`config.mk`:
```
export PLATFORM = sky130hd
export DESIGN_NAME = fetch_unit
export DESIGN_NICKNAME = d
export VERILOG_FILES = /design/src/rtl/fetch_pkg.sv /design/src/rtl/fetch_fifo.sv /design/src/rtl/fetch_unit.sv
export SDC_FILE = /design/constraint.sdc
export NUM_CORES = 1
export LEC_CHECK = 0
export BUFFER_PORTS_ARGS = -buffer_cell sky130_fd_sc_hd__buf_2
export CAP_MARGIN = 20
export CORE_AREA = 3 3 123 243
export DETAILED_ROUTE_END_ITERATION = 6
export DIE_AREA = 0 0 126 246
export GPL_TIMING_DRIVEN = 1
export PLACE_DENSITY = 0.7
export SYNTH_ARGS = -nofsm -noshare
export SYNTH_HDL_FRONTEND = slang
export SYNTH_HIERARCHICAL = 1
export SYNTH_SLANG_ARGS = --single-unit
```
`constraint.sdc`:
```
create_clock -name clk_i -period 11.6 [get_ports clk_i]
set_input_delay 1.16 -clock clk_i [delete_from_list [all_inputs] [get_ports clk_i]]
set_output_delay 1.16 -clock clk_i [all_outputs]
set_load 0.1 [all_outputs]
```
`src/rtl/fetch_pkg.sv`:
```
// Shared types and constants for the instruction-fetch stage.
// The entry PC fields are FETCH_XLEN wide; fetch_unit's XLEN parameter must match.
package fetch_pkg;

    localparam int          FETCH_XLEN = 32;
    localparam logic [31:0] NOP_INSTR  = 32'h0000_0013;

    typedef struct packed {
        logic [31:0]           instr;
        logic [FETCH_XLEN-1:0] pc;
        logic [FETCH_XLEN-1:0] pc4;
    } fetch_entry_t;

    typedef enum logic [1:0] {
        IDLE  = 2'd0,
        REQ   = 2'd1,
        WAIT  = 2'd2,
        DRAIN = 2'd3
    } fetch_state_e;

endpackage

```
`src/rtl/fetch_fifo.sv`:
```
// Synchronous FIFO of fetch entries with clear; pointers carry an extra wrap bit
// so that full and empty can be told apart.
module fetch_fifo
    import fetch_pkg::*;
#(
    parameter int DEPTH = 2,
    localparam int AW   = $clog2(DEPTH)
) (
    input  logic         clk_i,
    input  logic         rst_ni,
    input  logic         clear_i,
    input  logic         push_i,
    input  fetch_entry_t data_i,
    input  logic         pop_i,
    output fetch_entry_t data_o,
    output logic [AW:0]  count_o,
    output logic         full_o,
    output logic         empty_o
);

    fetch_entry_t mem_q [DEPTH];
    logic [AW:0]  wptr_q, wptr_d;
    logic [AW:0]  rptr_q, rptr_d;
    logic         do_push, do_pop;

    assign empty_o = (wptr_q == rptr_q);
    assign full_o  = (wptr_q[AW-1:0] == rptr_q[AW-1:0]) && (wptr_q[AW] != rptr_q[AW]);
    assign count_o = wptr_q - rptr_q;
    assign data_o  = mem_q[rptr_q[AW-1:0]];

    // A push into a full FIFO is legal when a pop frees the head slot in the same cycle.
    assign do_pop  = pop_i && !empty_o;
    assign do_push = push_i && (!full_o || do_pop);

    always_comb begin
        wptr_d = wptr_q;
        rptr_d = rptr_q;
        if (clear_i) begin
            wptr_d = '0;
            rptr_d = '0;
        end else begin
            if (do_push) wptr_d = wptr_q + (AW+1)'(1);
            if (do_pop)  rptr_d = rptr_q + (AW+1)'(1);
        end
    end

    always_ff @(posedge clk_i) begin
        if (!rst_ni) begin
            wptr_q <= '0;
            rptr_q <= '0;
        end else begin
            wptr_q <= wptr_d;
            rptr_q <= rptr_d;
        end
    end

    always_ff @(posedge clk_i) begin
        if (do_push && !clear_i) mem_q[wptr_q[AW-1:0]] <= data_i;
    end

endmodule

```
`src/rtl/fetch_unit.sv`:
```
// Instruction fetch: one outstanding imem request, responses buffered with their PC.
// Optional FETCH_BYPASS_EN presents a response in its arrival cycle when the queue is empty.
//   state | meaning
//   IDLE  | first cycle out of reset, late responses ignored
//   REQ   | request pc_i while a queue slot is free
//   WAIT  | one request outstanding, capture its response
//   DRAIN | flushed while outstanding, discard the response
module fetch_unit
    import fetch_pkg::*;
#(
    parameter int DEPTH = 2,
    parameter int XLEN  = FETCH_XLEN
) (
    input  logic            clk_i,
    input  logic            rst_ni,
    input  logic [XLEN-1:0] pc_i,
    input  logic [XLEN-1:0] pc4_i,
    output logic            pc_en_o,
    input  logic            flush_i,
    output logic            imem_req_o,
    output logic [XLEN-1:0] imem_addr_o,
    input  logic            imem_gnt_i,
    input  logic            imem_rvalid_i,
    input  logic [31:0]     imem_rdata_i,
    output logic            instr_valid_o,
    input  logic            id_ready_i,
    output logic [31:0]     instr_o,
    output logic [XLEN-1:0] instr_pc_o,
    output logic [XLEN-1:0] instr_pc4_o
);

    localparam int CW = $clog2(DEPTH) + 1;

    fetch_state_e    state_q, state_d;
    logic [XLEN-1:0] pend_pc_q, pend_pc_d;
    logic [XLEN-1:0] pend_pc4_q, pend_pc4_d;
    logic [XLEN-1:0] last_pc_q, last_pc_d;
    logic [XLEN-1:0] last_pc4_q, last_pc4_d;

    fetch_entry_t    rsp_entry, head;
    logic [CW-1:0]   count;
    logic            full, empty;
    logic            req, rsp_accept, bypass, pop_ok, fifo_push, fifo_pop;
    logic            out_valid;
    logic [31:0]     out_instr;
    logic [XLEN-1:0] out_pc, out_pc4;

    always_comb begin
        state_d    = state_q;
        pend_pc_d  = pend_pc_q;
        pend_pc4_d = pend_pc4_q;
        req        = 1'b0;
        pc_en_o    = 1'b0;
        case (state_q)
            IDLE: state_d = REQ;
            REQ: begin
                req = !flush_i && (count < CW'(DEPTH));
                if (req && imem_gnt_i) begin
                    pc_en_o    = 1'b1;
                    pend_pc_d  = pc_i;
                    pend_pc4_d = pc4_i;
                    state_d    = WAIT;
                end
            end
            WAIT: begin
                if (imem_rvalid_i)  state_d = REQ;
                else if (flush_i)   state_d = DRAIN;
            end
            DRAIN: begin
                if (imem_rvalid_i) state_d = REQ;
            end
            default: state_d = IDLE;
        endcase
    end

    always_comb begin
        rsp_accept = (state_q == WAIT) && imem_rvalid_i && !flush_i;
        rsp_entry  = '{instr: imem_rdata_i, pc: pend_pc_q, pc4: pend_pc4_q};
        bypass     = 1'b0;
`ifdef FETCH_BYPASS_EN
        bypass     = empty && rsp_accept;
`endif
        out_valid = !empty || bypass;
        if (bypass) begin
            out_instr = rsp_entry.instr;
            out_pc    = rsp_entry.pc;
            out_pc4   = rsp_entry.pc4;
        end else if (!empty) begin
            out_instr = head.instr;
            out_pc    = head.pc;
            out_pc4   = head.pc4;
        end else begin
            out_instr = NOP_INSTR;
            out_pc    = last_pc_q;
            out_pc4   = last_pc4_q;
        end
        pop_ok    = out_valid && id_ready_i && !flush_i;
        // A bypassed response consumed by decode never enters the queue.
        fifo_push = rsp_accept && !(bypass && id_ready_i);
        fifo_pop  = pop_ok && !bypass;
        last_pc_d  = last_pc_q;
        last_pc4_d = last_pc4_q;
        if (pop_ok) begin
            last_pc_d  = out_pc;
            last_pc4_d = out_pc4;
        end
    end

    always_ff @(posedge clk_i) begin
        if (!rst_ni) begin
            state_q    <= IDLE;
            pend_pc_q  <= '0;
            pend_pc4_q <= '0;
            last_pc_q  <= '0;
            last_pc4_q <= '0;
        end else begin
            state_q    <= state_d;
            pend_pc_q  <= pend_pc_d;
            pend_pc4_q <= pend_pc4_d;
            last_pc_q  <= last_pc_d;
            last_pc4_q <= last_pc4_d;
        end
    end

    fetch_fifo #(.DEPTH(DEPTH)) u_fifo (
        .clk_i   (clk_i),
        .rst_ni  (rst_ni),
        .clear_i (flush_i),
        .push_i  (fifo_push),
        .data_i  (rsp_entry),
        .pop_i   (fifo_pop),
        .data_o  (head),
        .count_o (count),
        .full_o  (full),
        .empty_o (empty)
    );

    assign imem_req_o    = req;
    assign imem_addr_o   = pc_i;
    assign instr_valid_o = out_valid;
    assign instr_o       = out_instr;
    assign instr_pc_o    = out_pc;
    assign instr_pc4_o   = out_pc4;

endmodule
```
==> metrics.yaml, run 1 <==
clocking:
  cts_resized: 0
  hold_buffers: 0
  insertion_delay_ns: 0.54
  cts_tree: "done"
  post_cts_buffers: 0
  cts_buffer_depth: 3
  path_clk_slew_ns: 0.07
  cts_sinks: 327
  cts_htree_levels: 1
  numCtsBuffers: 27
  cts-root-buf: "clkbuf_16"
setup_path:
  critPathRequiredTime_ns: 10.44
  cp_max_fo: 65
  critPathLaunch: "u_fifo/wptr_q[0]"
  critPathLaunchType: "register"
  setup.worst_path.end_class: "primary output"
  crit_type: "register to primary output"
  r2r_setup_slack_ns: 7.37
  cp.arrival_ns: 4.15
  cp-endpoint: "pc_en_o"
  r2r_start: "u_fifo/wptr_q[0]"
  r2r_end: "u_fifo/mem_q[0][4]"
  reg2reg_depth: 11
grt:
  grt_pass1_wl_mm: 42.54
  track_usage_pct: 17.07
  grt-ovfl-total: 0
  antenna_found_initial: 0
  first_global_vias: 8050
  grt_max_degree: 71
logic_synthesis:
  netlist_area_mm2: 0.01369
  syn_area_per_cell_um2: 13.22
  synthesis.nets: 1142
  synthCells: 1035
  synth_warnings: 6
drt:
  firstDrtPassIters: 5
  drc: 0
  drtIter0Drc: 350
  antenna_left: 0
  wire_per_inst_um: 17.24
  wl_mm: 27.36
  vias: 8012
  via_per_inst: 5.049
sta:
  rsz0062_at_grt: "false"
  fin_skew_ns: 0.02076
  finalHoldViolations: 0
  worst_pin_slew_ns: 1.006
  setup_tns_ns: 0
  setup_violations: 0
  fin_ws_ns: 6.289
  finalWorstPathRequiredPeriod_ns: 5.311
  finalCritPeriodShare_pct: 45.78
  maxSlewViolCount: 0
  fmax_mhz: 188.3
  relSlewSlack_pct: 32.91
placement:
  placed_area_mm2: 0.01472
  placedCellCount: 1538
  gp_congestion: 0.7346
  io_buffers: 232
  dp_slack_ns: 6.328
  dp_hpwl_mm: 16.95
cells_and_area:
  syn2layout_area_growth_pct: 14.25
  final_area_mm2: 0.01564
  drive_gt1_share_pct: 38.99
  layout_common_cells: "231 x buf_2, 224 x nand2_1, 192 x edfxtp_1"
  fin_cells: 1587
  diodes: 0
  utilization_pct: 55.25
  layout_commonest_cell: "buf_2"
  nets: 1318
floorplanning:
  initial_core_util_pct: 48.36
  core_area_mm2: 0.02830
  die_w_um: 126
  fp.dieArea_mm2: 0.03100
  num_rows: 87
  fp.dieH_um: 246
  ios: 233
hold_path:
  min_path_cells: 0
  min_path_type: "register to register"
power:
  power_density_mw_per_mm2: 151.9
  cellLeakagePower_uw: 0.005995
  worst_ir_drop_vdd_uv: 120.5
job:
  drv_cap: 0
outcome:
  status: "finished clean"
## final cells by class
class,count,area [um^2]
Timing Repair Buffer,241,1231
Multi-Input combinational cell,606,4537
Sequential cell,327,8472
Inverter,8,33.78
Fill cell,2407,12670
Clock buffer,40,815.8
Clock inverter,9,101.3
Tap cell,356,445.4
## state kept, by name, summed over array words and instances (netlist names), named ones only
signal and flops:
u_fifo/mem_q 192, last_pc4_q 32, last_pc_q 32, pend_pc4_q 32, pend_pc_q 32, state_q 2
u_fifo/rptr_q 2, u_fifo/wptr_q 2
## metrics by stage
step / hold WS, ns / total power [uW]
5_1_grt: 0.4674 / 2457
3_3_place_gp: 0.4289 / 1469
3_5_place_dp: 0.4352 / 1474
4_1_cts: 0.4497 / 2400
2_1_floorplan: 0.4254 / 1434
6_report: 0.4487 / 2375
## where the power goes
group	leakage (uW)	switching [uW]	internal (uW)	total (uW)
sequential	0.00290	13.2	1250	1260
combinational	0.00265	134	48.7	183
clock	0.000445	398	531	930
## worst max-delay path: stages (launching register included)
cell     delay (ns)
dfxtp_1        0.41
inv_1          0.11
ha_1           0.22
xnor2_1        0.13
nor2_1         0.25
nand3_4        0.68
inv_2          0.69
buf_4          0.51
buf_2          0.52
## layer usage
layer	vias to the layer above	GRT usage, %	routed length, um
met5	-	0	0
met4	0	5.654	733
met1	3876	19.79	10640
met3	39	2.105	1149
li1	3908	-	-
met2	189	32.21	14830
## how the worst min path moves through the flow
| stage | from | end |
|---|---|---|
| 3_3_place_gp | pend_pc_q[26] | u_fifo/mem_q[1][58] |
| 4_1_cts | pend_pc_q[6] | u_fifo/mem_q[1][38] |
| 2_1_floorplan | pend_pc4_q[0] | u_fifo/mem_q[0][0] |
| 5_1_grt | pend_pc_q[6] | u_fifo/mem_q[0][38] |
| 6_report | pend_pc_q[6] | u_fifo/mem_q[0][38] |
| 3_5_place_dp | pend_pc4_q[10] | u_fifo/mem_q[1][10] |
No activity file was read; power rests on OpenSTA's default activity.
==> inputs of run 2 (changes only) <==
--- a/config.mk
+++ b/config.mk
@@ -11,7 +11,7 @@
 export DETAILED_ROUTE_END_ITERATION = 6
 export DIE_AREA = 0 0 126 246
 export GPL_TIMING_DRIVEN = 1
-export PLACE_DENSITY = 0.7
+export PLACE_DENSITY = 0.73
 export SYNTH_ARGS = -nofsm -noshare
 export SYNTH_HDL_FRONTEND = slang
 export SYNTH_HIERARCHICAL = 1
==> constraint.sdc (replaced) <==
create_clock -name clk_i -period 4.7 [get_ports clk_i]
set_input_delay 0.47 -clock clk_i [delete_from_list [all_inputs] [get_ports clk_i]]
set_output_delay 0.47 -clock clk_i [all_outputs]
set_load 0.1 [all_outputs]
==> metrics.yaml, run 2 (synthesis results as in run 1) <==
sta:
  fin_ws_ns: 1.162
  relSlewSlack_pct: 34.50
  finalCritPeriodShare_pct: 75.27
  setup_violations: 0
  fmax_mhz: 282.7
  setup_tns_ns: 0
  finalWorstPathRequiredPeriod_ns: 3.538
  rsz0062_at_grt: "false"
  worst_pin_slew_ns: 0.9825
  finalHoldViolations: 0
  fin_skew_ns: 0.01343
  maxSlewViolCount: 0
hold_path:
  worstHoldStart: "imem_rdata_i[31]"
  min_path_cells: 1
  min_path_type: "input pin to register"
  min_to: "u_fifo/mem_q[1][95]"
floorplanning:
  core_area_mm2: 0.02830
  initial_core_util_pct: 48.36
  die_w_um: 126
  num_rows: 87
  ios: 233
  fp.dieH_um: 246
  fp.dieArea_mm2: 0.03100
setup_path:
  cpPeakStageDelay_ns: 0.56
  setup.worst_path.end_class: "primary output"
  crit_type: "register to primary output"
  r2r_end: "u_fifo/mem_q[0][39]"
  critPathRequiredTime_ns: 4.23
  path_cells: "inv_1, ha_1, and2_4, buf_12, mux2_2, buf_2"
  r2r_setup_slack_ns: 1.61
  r2r_start: "u_fifo/wptr_q[0]"
  critPathLaunchType: "register"
  cpMaxStageDelayCell: "and2_4"
  cp_max_fo: 64
  reg2reg_depth: 10
  cp.arrival_ns: 3.07
grt:
  grt_max_degree: 83
  antenna_found_initial: 4
  grt_pass1_wl_mm: 43.73
  first_global_vias: 8281
  grt.met3_usage_pct: 2.343
  grtUsageMet1_pct: 19.30
  track_usage_pct: 17.62
  top_usage_layer: "met2"
  grt-ovfl-total: 0
  grt.met2_usage_pct: 33.62
drt:
  vias: 8067
  wire_per_inst_um: 17.60
  drtIter0Drc: 338
  antenna_left: 0
  firstDrtPassIters: 4
  wl_mm: 28.09
  drc: 0
  via_per_inst: 5.055
clocking:
  hold_buffers: 0
  cts_sinks: 327
  cts_tree: "done"
  path_clk_slew_ns: 0.07
  insertion_delay_ns: 0.54
  post_cts_buffers: 0
  cts-root-buf: "clkbuf_16"
  cts_htree_levels: 1
  cts_buffer_depth: 3
  numCtsBuffers: 28
  cts_resized: 0
cells_and_area:
  layout_common_cells: "231 x buf_2, 224 x nand2_1, 192 x edfxtp_1"
  ff_latch_area_mm2: 0.008473
  fillers: 2383
  utilization_pct: 55.70
  largest_register_ffs: 192
  drive_gt1_share_pct: 39.29
  layout_commonest_cell: "buf_2"
  multiInputGateArea_mm2: 0.004549
  final_area_mm2: 0.01576
  syn2layout_area_growth_pct: 15.19
  nets: 1322
power:
  power_density_mw_per_mm2: 377.4
  cellLeakagePower_uw: 0.006060
  worst_ir_drop_vdd_uv: 346.5
outcome:
  status: "finished clean"
placement:
  dp_slack_ns: 1.621
  dp_hpwl_mm: 18.24
  gp_congestion: 0.7939
  placed_area_mm2: 0.01479
  io_buffers: 232
job:
  drv_cap: 0
-- run 2: worst max-delay path by stage --
stage                           from             endpoint  slack, ns  cells past startpoint
floorplan           u_fifo/wptr_q[0]   u_fifo/mem_q[0][0]      0.007                     12
global placement    u_fifo/wptr_q[0]  u_fifo/mem_q[0][15]       1.70                     10
detailed placement  u_fifo/wptr_q[0]  u_fifo/mem_q[0][65]       1.62                     10
CTS                 u_fifo/wptr_q[0]       instr_pc_o[23]       1.14                      6
global route        u_fifo/wptr_q[0]       instr_pc_o[22]       1.01                      6
finish              u_fifo/wptr_q[0]       instr_pc_o[23]       1.16                      6
-- run 2: metrics by stage --
step	power, uW	hold slack (ns)	std cells
final	5950	0.1144	1596
after floorplan	3538	0.4254	1035
after global placement	3629	0.4297	1541
after global routing	6155	0.08891	1596
after detailed placement	3643	0.4352	1541
after CTS	6022	0.08327	1593
-- run 2: worst max-delay path, delay by kind of cell, from the launching register on --
| kind | cells | cell delay [ns] |
|---|---|---|
| buffers and inverters | 3 | 0.76 |
| flip-flops | 1 | 0.39 |
| AND/OR/NAND/NOR | 1 | 0.56 |
| multiplexers | 1 | 0.39 |
| adder cells (fa/ha/maj) | 1 | 0.38 |
-- run 2: final cells by class --
class / count / share of cell area [%]
Antenna cell: 3 / 0.04762
Multi-Input combinational cell: 606 / 28.86
Timing Repair Buffer: 244 / 8.112
Clock buffer: 35 / 5.072
Inverter: 8 / 0.2778
Tap cell: 356 / 2.826
Clock inverter: 17 / 1.056
Sequential cell: 327 / 53.75
-- run 2: metal layers --
metal	up-vias	wire length, um
li1	3928	-
met1	3887	10370
met2	192	15620
met3	58	1084
met4	2	995
met5	-	12
-- run 2: report_power, final --
part           switching (uW)  internal (uW)
clock                    1000           1370
combinational             332            122
sequential               34.4           3080
total                    1370           4580
==> inputs of run 3 (changes only) <==
--- a/config.mk
+++ b/config.mk
@@ -5,13 +5,14 @@
 export SDC_FILE = /design/constraint.sdc
 export NUM_CORES = 1
 export LEC_CHECK = 0
+export ABC_AREA = 1
 export BUFFER_PORTS_ARGS = -buffer_cell sky130_fd_sc_hd__buf_2
 export CAP_MARGIN = 20
 export CORE_AREA = 3 3 123 243
 export DETAILED_ROUTE_END_ITERATION = 6
 export DIE_AREA = 0 0 126 246
 export GPL_TIMING_DRIVEN = 1
-export PLACE_DENSITY = 0.73
+export PLACE_DENSITY = 0.7
 export SYNTH_ARGS = -nofsm -noshare
 export SYNTH_HDL_FRONTEND = slang
 export SYNTH_HIERARCHICAL = 1
==> constraint.sdc (replaced) <==
create_clock -name clk_i -period 3.41 [get_ports clk_i]
set_input_delay 0.341 -clock clk_i [delete_from_list [all_inputs] [get_ports clk_i]]
set_output_delay 0.341 -clock clk_i [all_outputs]
set_load 0.1 [all_outputs]
==> metrics.yaml, run 3 <==
clocking:
  cts_buffer_depth: 3
  insertion_delay_ns: 0.56
  cts_resized: 0
  cts-root-buf: "clkbuf_16"
  cts_sinks: 327
  cts_tree: "done"
  cts_htree_levels: 1
  numCtsBuffers: 30
  path_clk_slew_ns: 0.07
floorplanning:
  fp.dieArea_mm2: 0.03100
  die_w_um: 126
  core_area_mm2: 0.02830
  initial_core_util_pct: 48.27
  fp.dieH_um: 246
  ios: 233
  num_rows: 87
setup_path:
  path_cells: "inv_1, nand2_1, nand2_1, nand2_4, inv_2, inv_6, buf_4, nand2_1, nand2_1, buf_2"
  r2r_setup_slack_ns: 0.81
  crit_type: "register to primary output"
  critPathLaunchType: "register"
  cpMaxStageDelayCell: "buf_4"
  critPathRequiredTime_ns: 3.07
  setup.worst_path.end_class: "primary output"
  reg2reg_depth: 13
  cpPeakStageDelay_ns: 0.56
  cp.arrival_ns: 2.70
  timing.critical_path.mode_cell: "nand2_1"
  cp_max_fo: 63
power:
  power_density_mw_per_mm2: 539.3
  power.total_uw: 9038
  worst_ir_drop_vdd_uv: 483.6
  cellLeakagePower_uw: 0.006388
job:
  drv_cap: 0
sta:
  relSlewSlack_pct: 30.64
  worst_pin_slew_ns: 1.040
  setup_tns_ns: 0
  fin_skew_ns: 0.01330
  maxSlewViolCount: 0
  fmax_mhz: 328.5
  finalWorstPathRequiredPeriod_ns: 3.044
  setup_violations: 0
  rsz0062_at_grt: "false"
  finalHoldViolations: 0
  finalCritPeriodShare_pct: 89.27
grt:
  grt-ovfl-total: 0
  track_usage_pct: 19.16
  grt_pass1_wl_mm: 47.20
  grt_max_degree: 107
  first_global_vias: 9178
  antenna_found_initial: 0
cells_and_area:
  drive_gt1_share_pct: 36.33
  syn2layout_area_growth_pct: 22.67
  diodes: 0
  layout_common_cells: "204 x nand2_1, 192 x edfxtp_1, 189 x buf_2"
  layout_commonest_cell: "nand2_1"
  nets: 1509
  largest_register_ffs: 192
drt:
  firstDrtPassIters: 5
  drtIter0Drc: 384
  vias: 8952
  wire_per_inst_um: 17.04
  antenna_left: 0
  wl_mm: 30.37
  drc: 0
  via_per_inst: 5.024
placement:
  gp_congestion: 0.8290
  io_buffers: 232
  dp_hpwl_mm: 19.63
outcome:
  status: "finished clean"
logic_synthesis:
  synthCells: 1190
  synth_warnings: 6
  netlist_area_mm2: 0.01366
  synthesis.nets: 1297
  syn_area_per_cell_um2: 11.48
hold_path:
  min_path_type: "input pin to register"
  min_path_cells: 3
==> run 3: final timing paths <==
| path | from | endpoint |
|---|---|---|
| max reg2reg | u_fifo/wptr_q[1] | u_fifo/mem_q[0][6] |
| min reg2reg | pend_pc4_q[5] | u_fifo/mem_q[1][5] |
| min | pc4_i[6] | pend_pc4_q[6] |
| max | u_fifo/wptr_q[1] | instr_pc4_o[10] |
==> run 3: power breakdown <==
| group | internal, uW | switching (uW) |
|---|---|---|
| Clock | 2000 | 1460 |
| Sequential | 4320 | 74.9 |
| Combinational | 333 | 853 |
==> run 3: through the flow <==
step	hold WS, ns	std cells	cell area (um^2)	utilization, %	setup slack, ns
6_report	0.03378	1782	16760	59.21	0.3661
5_1_grt	0.03025	1782	16760	59.21	0.1779
4_1_cts	0.01314	1782	16760	59.21	0.3385
3_5_place_dp	0.4351	1694	15390	54.39	0.7944
3_3_place_gp	0.4309	1694	15390	54.39	0.8659
2_1_floorplan	0.4259	1190	13720	-	-0.8515
==> run 3: timing repair <==
action / in CTS / in global routing
endpoints found under the hold margin: 64 / 0
hold buffers: 32 / 0
setup buffers: 0 / 0
==> run 3: critical path, delay by kind of cell, from the launching register on <==
kind | cells | cell delay, ns
simple gates | 5 | 0.55
flops | 1 | 0.39
buf+inv | 5 | 1.18
==> run 3: layout make-up <==
class	count	area, um^2
fill	2322	11540
clock inverter	18	158.9
tap	356	445.4
timing repair buffer	280	2310
inverter	89	345.3
sequential	327	8477
multi-input combinational	674	4136
clock buffer	38	885.9
==> run 3: routing by layer <==
metal | global-route usage (%) | wire [um] | part of all wire [%] | vias up
met4 | 8.812 | 1232 | 4.1 | 0
met2 | 37.17 | 16880 | 56 | 243
met1 | 20.37 | 11060 | 36 | 4261
met3 | 2.083 | 1196 | 3.9 | 60
li1 | - | - | - | 4388
met5 | 0 | 0 | 0 | -
